==> src/rtl/br_update_queue_pkg.sv <==
// Shared branch-predictor definitions for the PHT update queue: sizes,
// 2-bit counter encodings and the queued entry layout.
package br_update_queue_pkg;

  localparam int DEPTH     = 16;
  localparam int LOG_DEPTH = 4;
  localparam int LOG_INDEX = 10;
  localparam int ENTRY_W   = LOG_INDEX + 1;

  // 2-bit saturating counter encodings shared with the PHT itself.
  typedef enum logic [1:0] {
    SNT = 2'b00,
    WNT = 2'b01,
    WT  = 2'b10,
    ST  = 2'b11
  } pht_ctr_e;

  // One in-flight predicted branch: the PHT slot it used and what it guessed.
  typedef struct packed {
    logic [LOG_INDEX-1:0] pht_index;
    logic                 pred_dir;
  } uq_entry_t;

endpackage

==> src/rtl/br_update_queue_if.sv <==
// Fetch push, retire and PHT update signals of the branch update queue.
interface br_update_queue_if;
  import br_update_queue_pkg::*;

  logic                 fe_push_i;
  logic [LOG_INDEX-1:0] fe_pht_index_i;
  logic                 fe_pred_dir_i;
  logic                 fe_ready_o;
  logic                 rt_valid_i;
  logic                 rt_brdir_i;
  logic                 flush_i;
  logic [LOG_INDEX-1:0] pht_wt_index_o;
  logic                 pht_cm_brdir_we_o;
  logic                 pht_cm_brdir_o;
  logic                 br_mispredict_o;
  logic [LOG_DEPTH:0]   count_o;
  logic                 underflow_err_o;

  // Pipeline side: drives fetch/retire/flush, observes the queue.
  modport master (
    output fe_push_i, fe_pht_index_i, fe_pred_dir_i,
    output rt_valid_i, rt_brdir_i, flush_i,
    input  fe_ready_o, pht_wt_index_o, pht_cm_brdir_we_o, pht_cm_brdir_o,
    input  br_mispredict_o, count_o, underflow_err_o
  );

  // Queue side.
  modport slave (
    input  fe_push_i, fe_pht_index_i, fe_pred_dir_i,
    input  rt_valid_i, rt_brdir_i, flush_i,
    output fe_ready_o, pht_wt_index_o, pht_cm_brdir_we_o, pht_cm_brdir_o,
    output br_mispredict_o, count_o, underflow_err_o
  );

endinterface

==> src/rtl/br_update_queue_ram.sv <==
// Entry storage for the update queue: one write port, one asynchronous
// read port, deliberately not reset (pointers alone define validity).
module br_uq_ram
  import br_update_queue_pkg::*;
(
  input  logic                 clock,
  input  logic                 we,
  input  logic [LOG_DEPTH-1:0] waddr,
  input  logic [ENTRY_W-1:0]   wdata,
  input  logic [LOG_DEPTH-1:0] raddr,
  output logic [ENTRY_W-1:0]   rdata
);

  logic [ENTRY_W-1:0] mem [DEPTH];

  // Capture a pushed entry at the tail slot.
  always_ff @(posedge clock) begin
    if (we) begin
      mem[waddr] <= wdata;
    end
  end

  assign rdata = mem[raddr];

endmodule

==> src/rtl/br_update_queue.sv <==
// Commit-side PHT writer: fetch queues the index/prediction of every
// predicted branch, retire pops in order with the resolved direction and
// the block issues a registered PHT write plus a mispredict pulse.
module br_update_queue
  import br_update_queue_pkg::*;
(
  input  logic                clock,
  input  logic                reset_n,
  br_update_queue_if.slave    bus
);

  localparam logic [LOG_DEPTH-1:0] PTR_ONE  = LOG_DEPTH'(1);
  localparam logic [LOG_DEPTH:0]   CNT_ONE  = (LOG_DEPTH+1)'(1);
  localparam logic [LOG_DEPTH:0]   CNT_FULL = (LOG_DEPTH+1)'(DEPTH);

  logic [LOG_DEPTH-1:0] head;
  logic [LOG_DEPTH-1:0] tail;
  logic [LOG_DEPTH:0]   count;
  logic                 ready;
  logic [LOG_INDEX-1:0] wt_index;
  logic                 wt_we;
  logic                 wt_dir;
  logic                 mispredict;
  logic                 underflow;

  logic [LOG_DEPTH-1:0] head_next;
  logic [LOG_DEPTH-1:0] tail_next;
  logic [LOG_DEPTH:0]   count_next;
  logic                 do_push;
  logic                 do_retire;
  uq_entry_t            wr_entry;
  uq_entry_t            rd_entry;
  logic [ENTRY_W-1:0]   rd_raw;

  assign wr_entry.pht_index = bus.fe_pht_index_i;
  assign wr_entry.pred_dir  = bus.fe_pred_dir_i;
  assign rd_entry           = uq_entry_t'(rd_raw);

  br_uq_ram u_ram (
    .clock (clock),
    .we    (do_push),
    .waddr (tail),
    .wdata (wr_entry),
    .raddr (head),
    .rdata (rd_raw)
  );

  // Decide which operations take effect and where the pointers move.
  // A retire is handled before a flush, so the flush rewinds the tail to
  // the already-advanced head; pushes in a flush cycle are discarded.
  always_comb begin
    do_push    = bus.fe_push_i & ready & ~bus.flush_i;
    do_retire  = bus.rt_valid_i & (count != '0);
    head_next  = do_retire ? head + PTR_ONE : head;
    tail_next  = tail;
    count_next = count;
    if (bus.flush_i) begin
      tail_next  = head_next;
      count_next = '0;
    end else begin
      tail_next = do_push ? tail + PTR_ONE : tail;
      case ({do_push, do_retire})
        2'b10:   count_next = count + CNT_ONE;
        2'b01:   count_next = count - CNT_ONE;
        default: count_next = count;
      endcase
    end
  end

  // Pointer, occupancy and registered ready state.
  always_ff @(posedge clock or negedge reset_n) begin
    if (!reset_n) begin
      head  <= '0;
      tail  <= '0;
      count <= '0;
      ready <= 1'b1;
    end else begin
      head  <= head_next;
      tail  <= tail_next;
      count <= count_next;
      ready <= (count_next != CNT_FULL);
    end
  end

  // PHT update, mispredict and sticky underflow outputs, one cycle after retire.
  always_ff @(posedge clock or negedge reset_n) begin
    if (!reset_n) begin
      wt_index   <= '0;
      wt_we      <= 1'b0;
      wt_dir     <= 1'b0;
      mispredict <= 1'b0;
      underflow  <= 1'b0;
    end else begin
      wt_we      <= do_retire;
      mispredict <= do_retire & (rd_entry.pred_dir ^ bus.rt_brdir_i);
      underflow  <= underflow | (bus.rt_valid_i & (count == '0));
      if (do_retire) begin
        wt_index <= rd_entry.pht_index;
        wt_dir   <= bus.rt_brdir_i;
      end
    end
  end

  assign bus.fe_ready_o        = ready;
  assign bus.count_o           = count;
  assign bus.pht_wt_index_o    = wt_index;
  assign bus.pht_cm_brdir_we_o = wt_we;
  assign bus.pht_cm_brdir_o    = wt_dir;
  assign bus.br_mispredict_o   = mispredict;
  assign bus.underflow_err_o   = underflow;

endmodule

==> src/flat_wrapper.sv <==
// flat-port wrapper written by rule: the top's interface ports become plain ports
module br_update_queue_flat import br_update_queue_pkg::*;
  (clock, reset_n, bus_fe_push_i, bus_fe_pht_index_i, bus_fe_pred_dir_i, bus_rt_valid_i, bus_rt_brdir_i, bus_flush_i, bus_fe_ready_o, bus_pht_wt_index_o, bus_pht_cm_brdir_we_o, bus_pht_cm_brdir_o, bus_br_mispredict_o, bus_count_o, bus_underflow_err_o);
  br_update_queue_if bus_i ();
  input  logic clock;
  input  logic reset_n;
  input wire logic [$bits(bus_i.fe_push_i)-1:0] bus_fe_push_i;
  input wire logic [$bits(bus_i.fe_pht_index_i)-1:0] bus_fe_pht_index_i;
  input wire logic [$bits(bus_i.fe_pred_dir_i)-1:0] bus_fe_pred_dir_i;
  input wire logic [$bits(bus_i.rt_valid_i)-1:0] bus_rt_valid_i;
  input wire logic [$bits(bus_i.rt_brdir_i)-1:0] bus_rt_brdir_i;
  input wire logic [$bits(bus_i.flush_i)-1:0] bus_flush_i;
  output wire logic [$bits(bus_i.fe_ready_o)-1:0] bus_fe_ready_o;
  output wire logic [$bits(bus_i.pht_wt_index_o)-1:0] bus_pht_wt_index_o;
  output wire logic [$bits(bus_i.pht_cm_brdir_we_o)-1:0] bus_pht_cm_brdir_we_o;
  output wire logic [$bits(bus_i.pht_cm_brdir_o)-1:0] bus_pht_cm_brdir_o;
  output wire logic [$bits(bus_i.br_mispredict_o)-1:0] bus_br_mispredict_o;
  output wire logic [$bits(bus_i.count_o)-1:0] bus_count_o;
  output wire logic [$bits(bus_i.underflow_err_o)-1:0] bus_underflow_err_o;
  assign bus_i.fe_push_i = bus_fe_push_i;
  assign bus_i.fe_pht_index_i = bus_fe_pht_index_i;
  assign bus_i.fe_pred_dir_i = bus_fe_pred_dir_i;
  assign bus_i.rt_valid_i = bus_rt_valid_i;
  assign bus_i.rt_brdir_i = bus_rt_brdir_i;
  assign bus_i.flush_i = bus_flush_i;
  assign bus_fe_ready_o = bus_i.fe_ready_o;
  assign bus_pht_wt_index_o = bus_i.pht_wt_index_o;
  assign bus_pht_cm_brdir_we_o = bus_i.pht_cm_brdir_we_o;
  assign bus_pht_cm_brdir_o = bus_i.pht_cm_brdir_o;
  assign bus_br_mispredict_o = bus_i.br_mispredict_o;
  assign bus_count_o = bus_i.count_o;
  assign bus_underflow_err_o = bus_i.underflow_err_o;
  br_update_queue u_core (.clock(clock), .reset_n(reset_n), .bus(bus_i));
endmodule
==> config.mk <==
export PLATFORM = sky130hd
export DESIGN_NAME = br_update_queue_flat
export DESIGN_NICKNAME = d
export VERILOG_FILES = /design/src/rtl/br_update_queue_pkg.sv /design/src/rtl/br_update_queue_if.sv /design/src/rtl/br_update_queue_ram.sv /design/src/rtl/br_update_queue.sv /design/src/flat_wrapper.sv
export SDC_FILE = /design/constraint.sdc
export NUM_CORES = 1
export LEC_CHECK = 0
export BUFFER_PORTS_ARGS = -buffer_cell sky130_fd_sc_hd__buf_4
export CAP_MARGIN = 20
export CORE_MARGIN = 5
export CORE_UTILIZATION = 40
export DETAILED_ROUTE_END_ITERATION = 7
export SYNTH_ARGS = -nofsm -noshare
export SYNTH_HDL_FRONTEND = slang
export SYNTH_SLANG_ARGS = --single-unit
export TNS_END_PERCENT = 100
==> constraint.sdc <==
create_clock -name clock -period 3.2 [get_ports clock]
set_input_delay 0.16 -clock clock [delete_from_list [all_inputs] [get_ports clock]]
set_output_delay 0.16 -clock clock [all_outputs]
set_load 0.005 [all_outputs]
==> implementation parameters, run 1 <==
Parameter                              Value

Critical path
  Crit path max-delay cell type ... sky130_fd_sc_hd__or3_1
  Crit path capture type ... flop
  Worst EP arrival ... around 3.1 ns
  Crit start category ... flop
  Top delay family on crit path ... simple AND/OR/NAND/NOR gates
  Endpoint of the most critical setup path ... u_core.bus.fe_ready_o
  Required arrival time at the worst endpoint ... 3.62 ns
  Reg-to-reg startpoint ... u_core.bus.count_o[2]
  Setup CP Type ... flop to flop
  Cell breakdown of the critical path ... or3_1 > o311ai_4 > xnor2_1 > ha_1 > a21oi_1 > nor3b_1 > mux2i_1 > mux2_4 > nand4_1
  Crit path max fanout ... 8
  Flop-to-flop setup slack ... 0.50 ns
  Largest stage delay on the critical path ... 0.54 ns
  Cell depth of the worst flop-to-flop path ... 9
  Crit path launch ... u_core.bus.count_o[2]
  Buffers & Inverters on Critical Path ... 0
  Endpoint of the worst-slack reg-to-reg timing path ... u_core.bus.fe_ready_o
  Critical path depth ... 9

Die
  Core Region ... roughly 20000 um^2
  Initial cell density of the core ... 0.402
  Die Span Y ... 152 um
  Number of rows in the core area ... 52
  Top-level I/O count ... 37
  Overall die width ... 152 um
  Die outline area ... between 20000 and 25000 um^2

Synthesis
  Part of the Yosys area used for sequential elements ... 0.743
  Proportion of synthesized area in mux cells ... 0.134
  Total number of yosys warnings ... 0
  Gate count after technology mapping ... 409
  Synthesized area divided by synthesized cell count ... between 15 and 20 um^2
  Cell area after synthesis ... 8060 um^2
  Synthesis-stage register bit count ... 204
  Main combinational cell family by area after synthesis ... multiplexers
  Unique cell type count in the Yosys netlist ... 37
  Complex-gate fraction of the synthesized area ... 0.0444
  Share of synthesized cell area in and, or, nand and nor gates ... 0.0405
  Xor-xnor portion of the synthesized cell area ... 0.0119
  Synth Net Count ... ~430
  Synthesized-area fraction occupied by adder cells ... 0.0109

STA
  Final setup violation count ... 0
  Sum Neg Setup Slack ... 0 ns
  Setup repair after global routing missed its margin ... false
  Clk_skew ... 0.00995 ns
  Slew HR ... 0.477
  Final worst slack ... 0.500 ns
  Max-slew violation total from the final report ... 0
  Final worst hold slack ... 0.0802 ns
  Final worst path period need ... 2.70 ns
  Final worst-path cycle share ... 0.844
  Peak clock frequency supported by timing ... 0.370 GHz
  Hold violation total from the final report ... 0
  Worst-Margin Slew ... 0.785 ns

Power
  Power density relative to cell area ... between 800 and 900 nW/um^2
  Peak supply drop ... 0.402 mV
  Leakage power figure ... 0.00326 uW

Layout
  Fraction of layout instances using a drive strength above 1 ... 0.274
  Antenna cells ... 0
  Final standard cell utilization of the core ... 0.472
  Synthesis-to-layout area growth ... 17.4%
  Most common cell after layout, fill and taps aside ... sky130_fd_sc_hd__edfxtp_1
  Final instance area ... 9470 um^2
  Highest-count cells in the layout ignoring fill and taps ... sky130_fd_sc_hd__edfxtp_1 (176), sky130_fd_sc_hd__mux4_2 (44), sky130_fd_sc_hd__buf_4 (44)
  Number of nets in the layout ... 496

Routing
  Number of nets with antenna violations after routing ... 0
  Average vias per placed instance ... 5.27
  Total Wirelength ... 16300 um
  Average routed wire per standard cell ... 21.6 um
  Total DRC errors in the routed layout ... 0
  Via Count ... 3981
  Initial DRT Pass Iterations ... 4
  DRT iter0 DRCs ... 266

Clocking
  Maximum number of buffers from clock root to sink ... 3
  Clock tree root buffer cell ... sky130_fd_sc_hd__clkbuf_16
  Insertion delay to the later sink of the worst-skew pair ... 0.49 ns
  Reg clk slew, reported paths ... 0.06 ns
  Resized Gates After CTS ... 0
  # H-tree levels ... 1
  CTS tree ... yes
  Number of sinks driven by the clock tree ... ~200
  Clock buffers created by TritonCTS ... 21

Global route
  Global routing usage on met1 ... 0.191
  Global-route wire length before repair ... about 26000 um
  Largest net degree at the start of global routing ... 29
  Total track usage ... 0.142
  Most heavily used metal layer in global routing ... met2
  Global-route met2 utilization ... 0.238
  Congestion Overflow GR ... 0
  Met3 demand-to-capacity share in global routing ... 0.0301
  Via count of the first global-routing pass ... 4272
  Number of antenna violations at the first check in global routing ... 0

Place
  DP HPWL ... 10000 um
  Placed cell area ... 8640 um^2
  Placer's final routability congestion estimate ... 0.749
  Number of buffers added on ports ... 36
  Worst setup timing slack at the placement stage ... 0.547 ns

Flow run
  Maxcap violations ... 0

Min path
  Worst hold path type ... input pin to flop

Status
  Status ... completed
==> layout make-up <==
class	count	area, um^2
multi-input combinational	180	1950
fill	1691	10600
clock buffer	27	588
inverter	5	18.8
tap	270	338
timing repair buffer	60	500
sequential	204	5990
clock inverter	10	82.6
==> kinds of logic after synthesis <==
kind of cell,count (synthesis)
compound gates,45
mux,52
fa+ha+maj,7
flops,204
xor+xnor,11
buf+inv,25
simple gates,65
==> cells in the mapped netlist <==
master,count,share of area
sky130_fd_sc_hd__buf_6,3,0.0042
sky130_fd_sc_hd__o21ai_0,13,0.0081
sky130_fd_sc_hd__nand2_1,18,0.0084
sky130_fd_sc_hd__inv_1,5,0.0023
sky130_fd_sc_hd__nor3_1,2,0.0012
sky130_fd_sc_hd__mux4_2,44,0.12
sky130_fd_sc_hd__ha_1,7,0.011
sky130_fd_sc_hd__a221oi_1,12,0.013
sky130_fd_sc_hd__clkbuf_1,9,0.0042
sky130_fd_sc_hd__a21o_1,1,0.00093
sky130_fd_sc_hd__o311ai_4,1,0.0033
sky130_fd_sc_hd__and2_1,17,0.013
sky130_fd_sc_hd__or3_1,1,0.00078
sky130_fd_sc_hd__o311ai_0,1,0.0011
sky130_fd_sc_hd__nand4_1,1,0.00078
sky130_fd_sc_hd__dfstp_2,1,0.0033
sky130_fd_sc_hd__nor2_1,14,0.0065
sky130_fd_sc_hd__a21oi_1,4,0.0025
sky130_fd_sc_hd__nor3b_1,3,0.0028
sky130_fd_sc_hd__mux2_4,1,0.0019
sky130_fd_sc_hd__edfxtp_1,176,0.66
sky130_fd_sc_hd__a22o_1,11,0.012
sky130_fd_sc_hd__dfrtp_1,27,0.084
sky130_fd_sc_hd__or3_2,1,0.00093
sky130_fd_sc_hd__buf_4,1,0.00093
sky130_fd_sc_hd__buf_1,1,0.00047
sky130_fd_sc_hd__o21bai_1,1,0.00093
sky130_fd_sc_hd__xnor2_1,5,0.0054
sky130_fd_sc_hd__o31ai_4,1,0.0026
sky130_fd_sc_hd__nor2b_1,3,0.0023
sky130_fd_sc_hd__and2b_1,1,0.00093
sky130_fd_sc_hd__and3_1,1,0.00078
sky130_fd_sc_hd__nand3_1,3,0.0019
sky130_fd_sc_hd__buf_2,6,0.0037
sky130_fd_sc_hd__xor2_1,6,0.0065
sky130_fd_sc_hd__mux2i_1,4,0.0050
sky130_fd_sc_hd__mux2_2,3,0.0042
==> metal layers <==
metal	part of all wire	up-vias
met1	0.44	2081
met5	0	-
met2	0.49	109
met4	0.014	0
met3	0.058	16
li1	-	1775
==> worst min-delay path by stage <==
| stage | from | to | slack [ns] | cells after the start |
|---|---|---|---|---|
| 3_5_place_dp | reset_n | u_core.bus.underflow_err_o | 0.12 | 1 |
| 5_1_grt | bus_fe_push_i | u_core.tail[2] | 0.11 | 4 |
| 4_1_cts | bus_fe_push_i | u_core.tail[2] | 0.07 | 4 |
| 2_1_floorplan | reset_n | u_core.bus.br_mispredict_o | -0.14 | 0 |
| 3_3_place_gp | reset_n | u_core.bus.count_o[0] | 0.11 | 1 |
| 6_report | bus_fe_push_i | u_core.tail[2] | 0.08 | 4 |
==> state kept, by name, summed over array words and instances (netlist names) <==
register                      cells
u_core.bus.br_mispredict_o        1
u_core.bus.fe_ready_o             1
u_core.bus.count_o                5
u_core.bus.pht_cm_brdir_o         1
u_core.bus.pht_cm_brdir_we_o      1
u_core.head                       4
u_core.bus.underflow_err_o        1
u_core.bus.pht_wt_index_o        10
u_core.u_ram.mem                176
u_core.tail                       4
==> power by group <==
| group | leakage (uW) | internal [uW] | switching (uW) | total (uW) |
|---|---|---|---|---|
| Clock | 0.000330 | 1380 | 984 | 2360 |
| Sequential | 0.00193 | 3160 | 293 | 3450 |
| Combinational | 0.000993 | 1110 | 1060 | 2170 |
| Total | 0.00326 | 5650 | 2340 | 7990 |
==> metrics by stage <==
step	instances	total power, uW
6_report	756	7990
5_1_grt	756	8380
4_1_cts	756	8090
3_5_place_dp	704	5700
3_3_place_gp	704	5630
2_1_floorplan	409	4950
==> what timing repair did <==
item	CTS	global route
hold buffers	15	0
endpoints found under the hold margin	205	0
buffers inserted	0	0
==> worst min-delay path: cells and delay by family <==
kind                   cells  cell delay (ns)
XOR/XNOR                   1             0.12
AO/OA/AOI/OAI              1             0.08
buffers and inverters      1             0.08
AND/OR/NAND/NOR            1             0.08
Note: power is estimated with default switching activity, not from simulation.
==> run 2, diff against run 1 <==
==> constraint.sdc (replaced) <==
create_clock -name clock -period 2.6 [get_ports clock]
set_input_delay 0.13 -clock clock [delete_from_list [all_inputs] [get_ports clock]]
set_output_delay 0.13 -clock clock [all_outputs]
set_load 0.005 [all_outputs]
==> run 2 against run 1 <==
Cell area is 1.8% higher; first-iteration DRC count is 3.0% lower; count of clock-buffer cells in the layout is 4 lower; flip-flop and latch count stayed put; wire length is 1.7% higher; clock power is 23% higher; register-to-register slack worse by 0.37 ns; combinational power is 31% higher; critical path depth stayed put; critical endpoint unchanged.
==> implementation parameters, run 2 (same netlist as run 1, synthesis figures left out) <==
Parameter                              Value

Critical path
  Top delay family on crit path ... simple AND/OR/NAND/NOR gates
  Required arrival time at the worst endpoint ... 3.02 ns (-0.60 ns)
  Largest stage delay on the critical path ... 0.47 ns (-0.07 ns)
  Crit path max-delay cell type ... sky130_fd_sc_hd__or3_4
  Crit path capture type ... flop
  Crit start category ... flop
  Buffers & Inverters on Critical Path ... 0 (unchanged)
  Cell breakdown of the critical path ... or3_4 > o311ai_4 > xnor2_1 > ha_2 > a21oi_2 > nor3b_2 > mux2i_1 > mux2_4 > nand4_1
  Crit path max fanout ... 5 (-3)
  Setup CP Type ... flop to flop
  Worst EP arrival ... 2.89 ns (-0.23 ns)

STA
  Hold violation total from the final report ... 0 (unchanged)
  Peak clock frequency supported by timing ... 0.405 GHz (+9.3%)
  Slew HR ... 0.250 (-0.227)
  Final setup violation count ... 0 (unchanged)
  Final worst path period need ... 2.47 ns (-0.229 ns)
  Clk_skew ... 0.0115 ns (+0.00158 ns)
  Final worst slack ... 0.129 ns (-0.371 ns)
  Setup repair after global routing missed its margin ... false
  Final worst-path cycle share ... 0.950 (+0.106)
  Max-slew violation total from the final report ... 0 (unchanged)
  Worst-Margin Slew ... 1.12 ns (+0.338 ns)
  Final worst hold slack ... 0.0388 ns (-0.0414 ns)

Min path
  Worst hold path type ... input pin to flop

Clocking
  # H-tree levels ... 1 (unchanged)
  Insertion delay to the later sink of the worst-skew pair ... 0.49 ns (about the same)
  Number of sinks driven by the clock tree ... 204 (unchanged)
  Clock buffers created by TritonCTS ... 21 (unchanged)
  Number of buffers inserted to repair setup after CTS ... 0 (unchanged)
  Clock tree root buffer cell ... sky130_fd_sc_hd__clkbuf_16
  Maximum number of buffers from clock root to sink ... 3 (unchanged)
  Reg clk slew, reported paths ... 0.06 ns (about the same)
  CTS tree ... yes

Place
  Worst setup timing slack at the placement stage ... 0.0343 ns (-0.512 ns)
  DP Cell Count ... 718 (+2.0%)
  Number of buffers added on ports ... 36 (unchanged)
  DP HPWL ... 10100 um (+0.49%)
  Placer's final routability congestion estimate ... 0.771 (+2.9%)

Die
  Die Span Y ... 152 um (unchanged)
  Number of rows in the core area ... 52 (unchanged)
  Initial cell density of the core ... 0.402 (unchanged)
  Overall die width ... 152 um (unchanged)
  Die outline area ... 23100 um^2 (unchanged)
  Core Region ... 20000 um^2 (unchanged)
  Top-level I/O count ... 37 (unchanged)

Power
  Power density relative to cell area ... 1030 nW/um^2 (+22%)
  Peak supply drop ... 0.509 mV (+27%)
  Leakage power figure ... 0.00333 uW (+2.2%)
  Pwr Total ... 9930 uW (+24%)

Global route
  Global-route wire length before repair ... 25800 um (+0.78%)
  Total track usage ... 0.144 (+0.00162)
  Congestion Overflow GR ... 0 (unchanged)
  Number of antenna violations at the first check in global routing ... 0 (unchanged)
  Via count of the first global-routing pass ... 4296 (+0.56%)
  Largest net degree at the start of global routing ... 29 (unchanged)

Layout
  Most common cell after layout, fill and taps aside ... sky130_fd_sc_hd__edfxtp_1
  Non-filler cells in the finished layout ... 770 (+1.9%)
  Filler Cell Count ... 1717 (+1.5%)
  Number of nets in the layout ... 510 (+2.8%)
  Final standard cell utilization of the core ... 0.481 (+0.00862)
  Highest-count cells in the layout ignoring fill and taps ... sky130_fd_sc_hd__edfxtp_1 (176), sky130_fd_sc_hd__buf_4 (56), sky130_fd_sc_hd__mux4_2 (44)
  Register ranked first by flip-flop count ... u_core.u_ram.mem
  Fraction of layout instances using a drive strength above 1 ... 0.314 (+0.0403)
  Antenna cells ... 0 (unchanged)
  Flip-flop count of the largest register after layout ... 176 (unchanged)
  Synthesis-to-layout area growth ... 19.5%

Routing
  Initial DRT Pass Iterations ... 4 (unchanged)
  Number of nets with antenna violations after routing ... 0 (unchanged)
  DRT iter0 DRCs ... 258 (-3.0%)
  Total Wirelength ... 16600 um (+1.7%)
  Total DRC errors in the routed layout ... 0 (unchanged)
  Via Count ... 3995 (+0.35%)
  Average routed wire per standard cell ... 21.5 um (-0.15%)
  Average vias per placed instance ... 5.19 (-1.5%)

Flow run
  Maxcap violations ... 0 (unchanged)

Status
  Status ... completed
run 2: cell count changes in the layout (fill, tap and decap cells not counted), sizes merged:
cell | previous run | this run
clkbuf | 27 | 23
bufinv | 1 | 2
buf | 45 | 59
clkinv | 6 | 8
clkinvlp | 2 | 3
run 2: worst paths after layout:
kind,slack [ns],end,from,depth (start not counted)
min in group asynchronous,0.11,u_core.bus.underflow_err_o,reset_n,2
worst max register to register,0.13,u_core.bus.fe_ready_o,u_core.bus.count_o[3],9
worst max-delay path,0.13,u_core.bus.fe_ready_o,u_core.bus.count_o[3],9
max in group asynchronous,2.16,u_core.bus.fe_ready_o,reset_n,2
worst min register to register,0.46,u_core.bus.underflow_err_o,u_core.bus.underflow_err_o,1
worst min-delay path,0.04,u_core.tail[2],bus_fe_push_i,4
run 2: where the power goes:
part | switching (uW) | total (uW) | leakage, uW | internal, uW
Clock | 1210 | 2900 | 0.000321 | 1690
Combinational | 1390 | 2840 | 0.00108 | 1450
Sequential | 300 | 4190 | 0.00193 | 3890
Total | 2900 | 9930 | 0.00333 | 7030
run 2: timing repair:
item                       CTS  global route
hold endpoints to repair   215             0
gates resized for setup      1             4
hold buffers                15             0
setup endpoints to repair    1             2
run 2: stage by stage:
step | TNS, ns | cell area (um^2)
3_3_place_gp | 0 | 8800
3_5_place_dp | 0 | 8800
2_1_floorplan | -0.0647 | 8100
4_1_cts | 0 | 9620
6_report | 0 | 9640
5_1_grt | 0 | 9640
run 2: cell type report:
cell class                      instances  area [um^2]  share of cell area
Multi-Input combinational cell        180         1990               0.207
Clock buffer                           23          533              0.0553
Inverter                                5         21.3             0.00221
Sequential cell                       204         5990               0.622
Tap cell                              270          338              0.0351
Timing Repair Buffer                   74          631              0.0654
Clock inverter                         14          133              0.0138
run 2: worst reg2reg max path: cells and delay by family (launching register included):
family	cells	cell delay (ns)
mux	2	0.45
simple gates	3	0.75
flops	1	0.45
xor+xnor	1	0.17
compound gates	2	0.34
fa+ha+maj	1	0.25
run 2: per-layer routing:
metal  track usage  wire length, um  share of wire  up-vias
met4        0.0325              265          0.016        0
met3        0.0236              884          0.053       20
met5             0                0              0        -
met2         0.246             8310           0.50       80
met1         0.195             7140           0.43     2096
li1              -                -              -     1799
==> run 3, diff against run 2 <==
--- a/config.mk
+++ b/config.mk
@@ -5,6 +5,7 @@
 export SDC_FILE = /design/constraint.sdc
 export NUM_CORES = 1
 export LEC_CHECK = 0
+export ABC_AREA = 1
 export BUFFER_PORTS_ARGS = -buffer_cell sky130_fd_sc_hd__buf_4
 export CAP_MARGIN = 20
 export CORE_MARGIN = 5
==> run 3 against run 2 <==
Clock skew rose by 0.0036 ns; global-route usage rose by 2.2 points; cell area rose by 3.0%; via count rose by 35%; setup slack improved by 0.23 ns; count of clock-buffer cells in the layout rose by 2; worst hold slack improved by 0.076 ns; die area rose by 3.7%; register-to-register slack improved by 0.23 ns; critical path depth rose by 9; total power rose by 8.4%; wire length rose by 20%; critical path type unchanged; critical endpoint unchanged; largest power group unchanged; highest routed layer unchanged.
==> implementation parameters, run 3 <==
Parameter                              Value

Status
  Status ... completed

Global route
  Number of antenna violations at the first check in global routing ... 0 (unchanged)
  Global-route wire length before repair ... 31400 um (+22%)
  Via count of the first global-routing pass ... 5486 (+28%)
  Largest net degree at the start of global routing ... 91 (+210%)
  Congestion Overflow GR ... 0 (unchanged)
  Total track usage ... 0.166 (+0.0221)

Synthesis
  Share of synthesized cell area in and, or, nand and nor gates ... 0.0930 (+0.0525)
  Most common library cells after synthesis ... sky130_fd_sc_hd__edfxtp_1 (176), sky130_fd_sc_hd__nor2_1 (102), sky130_fd_sc_hd__o21ai_0 (52), sky130_fd_sc_hd__nand2_1 (41)
  Xor-xnor portion of the synthesized cell area ... 0.00523 (-0.00672)
  Synth Flop Type ... sky130_fd_sc_hd__edfxtp_1
  Ys async rst share ... 0.137 (unchanged)
  Post-synth EDFFs ... 176 (unchanged)
  Most numerous cell in the Yosys netlist ... sky130_fd_sc_hd__edfxtp_1
  Unique cell type count in the Yosys netlist ... 38 (+2.7%)
  Largest cells by area after synthesis ... sky130_fd_sc_hd__edfxtp_1 (63%), sky130_fd_sc_hd__dfrtp_1 (8.1%), sky130_fd_sc_hd__nor2_1 (4.6%)
  Part of the Yosys area used for sequential elements ... 0.715 (-0.0279)
  Synth Net Count ... 643 (+48%)
  Complex-gate fraction of the synthesized area ... 0.103 (+0.0585)
  Cell area after synthesis ... 8380 um^2 (+3.9%)
  Gate count after technology mapping ... 619 (+51%)
  Total number of yosys warnings ... 0 (unchanged)
  Synthesis-stage register bit count ... 204 (unchanged)
  Leading area contributor after synthesis ... sky130_fd_sc_hd__edfxtp_1
  Area share of the largest cell type after synthesis ... 0.631 (-0.0247)
  Synthesized area divided by synthesized cell count ... 13.5 um^2 (-31%)
  Synthesized-area fraction occupied by adder cells ... 0.0105 (-0.000409)
  Proportion of synthesized area in mux cells ... 0.0370 (-0.0969)
  Main combinational cell family by area after synthesis ... compound AO/OA/AOI/OAI gates

Clocking
  Number of buffers inserted to repair setup after CTS ... 0 (unchanged)
  # H-tree levels ... 1 (unchanged)
  Reg clk slew, reported paths ... 0.06 ns (about the same)
  Clock buffers created by TritonCTS ... 22 (+4.8%)
  CTS tree ... yes
  Resized Gates After CTS ... 0 (-1)
  Hold-fix buffers at CTS ... 15 (unchanged)
  Number of sinks driven by the clock tree ... 204 (unchanged)
  Clock tree root buffer cell ... sky130_fd_sc_hd__clkbuf_16
  Maximum number of buffers from clock root to sink ... 3 (unchanged)
  Insertion delay to the later sink of the worst-skew pair ... 0.50 ns (about the same)

STA
  Max-slew violation total from the final report ... 0 (unchanged)
  Final worst-path cycle share ... 0.862 (-0.0881)
  Hold violation total from the final report ... 0 (unchanged)
  Slew HR ... 0.546 (+0.296)
  Final setup violation count ... 0 (unchanged)
  Final worst path period need ... 2.24 ns (-0.229 ns)
  Peak clock frequency supported by timing ... 0.446 GHz (+10%)
  Sum Neg Setup Slack ... 0 ns (unchanged)
  Clk_skew ... 0.0151 ns (+0.00356 ns)
  Worst-Margin Slew ... 0.682 ns (-0.441 ns)
  Setup repair after global routing missed its margin ... false

Critical path
  Reg-to-reg startpoint ... u_core.bus.fe_ready_o
  Worst EP arrival ... 2.66 ns (-0.23 ns)
  Cell depth of the worst flop-to-flop path ... 18 (+9)
  Endpoint of the worst-slack reg-to-reg timing path ... u_core.bus.fe_ready_o
  Largest stage delay on the critical path ... 0.53 ns (+0.06 ns)
  Critical path depth ... 18 (+9)
  Cell mode on critical path ... sky130_fd_sc_hd__nand2_1
  Crit path max fanout ... 7 (+2)
  Required arrival time at the worst endpoint ... 3.02 ns (about the same)
  Crit start category ... flop
  Cell breakdown of the critical path ... nand2_1 > inv_2 > nand2_8 > nand3_4 > nand2_1 > nand2_1 > inv_2 > ha_1 > a21oi_1 > inv_1 > nand3_2 > o21ai_1 > nand2_1 > nand2_1 > nand2_1 > nand2_1 > nor2_2 > nand2_1
  Top delay family on crit path ... simple AND/OR/NAND/NOR gates
  Endpoint of the most critical setup path ... u_core.bus.fe_ready_o
  Setup CP Type ... flop to flop
  Flop-to-flop setup slack ... 0.36 ns (+0.23 ns)
  Crit path max-delay cell type ... sky130_fd_sc_hd__dfstp_2
  Buffers & Inverters on Critical Path ... 3 (+3)
  Crit path capture type ... flop
  Crit path launch ... u_core.bus.fe_ready_o

Routing
  Average vias per placed instance ... 5.50 (+6.0%)
  Average routed wire per standard cell ... 20.3 um (-5.6%)
  DRT iter0 DRCs ... 465 (+80%)
  Detail Route met2 WL ... 9620 um (+16%)
  Initial DRT Pass Iterations ... 5 (+1)
  Via Count ... 5391 (+35%)
  Number of nets with antenna violations after routing ... 0 (unchanged)
  Met1 WL ... 8760 um (+23%)
  Detailed-routed wire length on met3 ... 1170 um (+32%)
  Total DRC errors in the routed layout ... 0 (unchanged)
  Highest routing layer actually used ... met4
  Total Wirelength ... 19900 um (+20%)

Layout
  Highest-count cells in the layout ignoring fill and taps ... sky130_fd_sc_hd__edfxtp_1 (176), sky130_fd_sc_hd__nor2_1 (102), sky130_fd_sc_hd__buf_4 (65)
  Total area of multi-input combinational cells ... 2080 um^2 (+4.7%)
  Synthesis-to-layout area growth ... 18.5%
  Antenna cells ... 0 (unchanged)
  Area used by sequential logic in the layout ... 5990 um^2 (unchanged)
  Most common cell after layout, fill and taps aside ... sky130_fd_sc_hd__edfxtp_1
  Filler Cell Count ... 1831 (+6.6%)
  Non-filler cells in the finished layout ... 980 (+27%)
  Register ranked first by flip-flop count ... u_core.u_ram.mem
  Number of nets in the layout ... 713 (+40%)
  Flip-flop count of the largest register after layout ... 176 (unchanged)
  Fraction of layout instances using a drive strength above 1 ... 0.176 (-0.138)

Die
  Die outline area ... 23900 um^2 (+3.7%)
  Number of rows in the core area ... 53 (+1.9%)
  Initial cell density of the core ... 0.402 (about the same)
  Core Region ... 20800 um^2 (+3.9%)
  Die Span Y ... 155 um (+1.8%)
  Top-level I/O count ... 37 (unchanged)
  Overall die width ... 155 um (+1.8%)

Place
  DP Cell Count ... 925 (+29%)
  DP HPWL ... 12400 um (+24%)
  Number of buffers added on ports ... 36 (unchanged)
  Placer's final routability congestion estimate ... 0.827 (+7.3%)

Power
  Power density relative to cell area ... 1080 nW/um^2 (+5.3%)
  Leakage power figure ... 0.00357 uW (+7.4%)
  Peak supply drop ... 0.475 mV (-6.8%)

Flow run
  Maxcap violations ... 0 (unchanged)

Min path
  Worst hold path type ... input pin to asynchronous set/reset pin
[run 3: final cells by class]
cell class,count,area share
clock buffers,25,0.0576
flip-flops and latches,204,0.604
well taps,275,0.0347
inverters,30,0.0116
clock inverters,15,0.0141
multi-input cells,349,0.210
repair buffers,82,0.0683
[run 3: routing by layer]
metal  GRT usage  vias to the layer above
met2       0.276                      175
met1       0.229                     2745
li1            -                     2443
met3      0.0277                       28
met5           0                        -
met4      0.0391                        0
[run 3: cells by family (layout without fill, tap and decap cells)]
group	after synthesis	in the layout
buffers and inverters	66	152
and+or+nand+nor	176	176
adders and majority gates	7	7
xor gates and xnor gates	5	5
DFF	204	204
AOI/OAI and AO/OA	130	130
muxes	31	31
[run 3: power breakdown]
| group | leakage (uW) | internal [uW] | switching, uW |
|---|---|---|---|
| logic | 0.00131 | 1290 | 2190 |
| registers | 0.00191 | 3910 | 335 |
| clock network | 0.000355 | 1790 | 1250 |
[run 3: worst min path at each step]
stage	end	cells past startpoint	start	slack, ns
final	u_core.bus.pht_wt_index_o[0]	2	reset_n	0.11
after floorplan	u_core.bus.br_mispredict_o	0	reset_n	-0.17
after detailed placement	u_core.bus.br_mispredict_o	1	reset_n	0.11
after CTS	u_core.bus.pht_wt_index_o[0]	2	reset_n	0.11
after global placement	u_core.bus.br_mispredict_o	1	reset_n	0.10
after global routing	u_core.bus.pht_wt_index_o[0]	2	reset_n	0.16
[run 3: through the flow]
step	area (um^2)	total power [uW]	setup WS [ns]	hold slack, ns	utilization
6_report	9920	10800	0.358	0.115	0.477
5_1_grt	9920	11400	0.177	0.159	0.477
4_1_cts	9920	10800	0.411	0.106	0.477
3_5_place_dp	9060	7750	0.444	0.107	0.435
3_3_place_gp	9060	7660	0.571	0.103	0.435
2_1_floorplan	8380	6580	0.674	-0.166	-
[run 3: worst reg2reg max path, stage by stage, from the launching register on]
cell	delay, ns
sky130_fd_sc_hd__dfstp_2	0.53
sky130_fd_sc_hd__nand2_1	0.09
sky130_fd_sc_hd__inv_2	0.12
sky130_fd_sc_hd__nand2_8	0.08
sky130_fd_sc_hd__nand3_4	0.11
sky130_fd_sc_hd__nand2_1	0.07
sky130_fd_sc_hd__nand2_1	0.10
sky130_fd_sc_hd__inv_2	0.05
sky130_fd_sc_hd__ha_1	0.18
sky130_fd_sc_hd__a21oi_1	0.18
sky130_fd_sc_hd__inv_1	0.08
sky130_fd_sc_hd__nand3_2	0.10
sky130_fd_sc_hd__o21ai_1	0.08
sky130_fd_sc_hd__nand2_1	0.07
sky130_fd_sc_hd__nand2_1	0.06
sky130_fd_sc_hd__nand2_1	0.05
sky130_fd_sc_hd__nand2_1	0.06
sky130_fd_sc_hd__nor2_2	0.10
sky130_fd_sc_hd__nand2_1	0.06
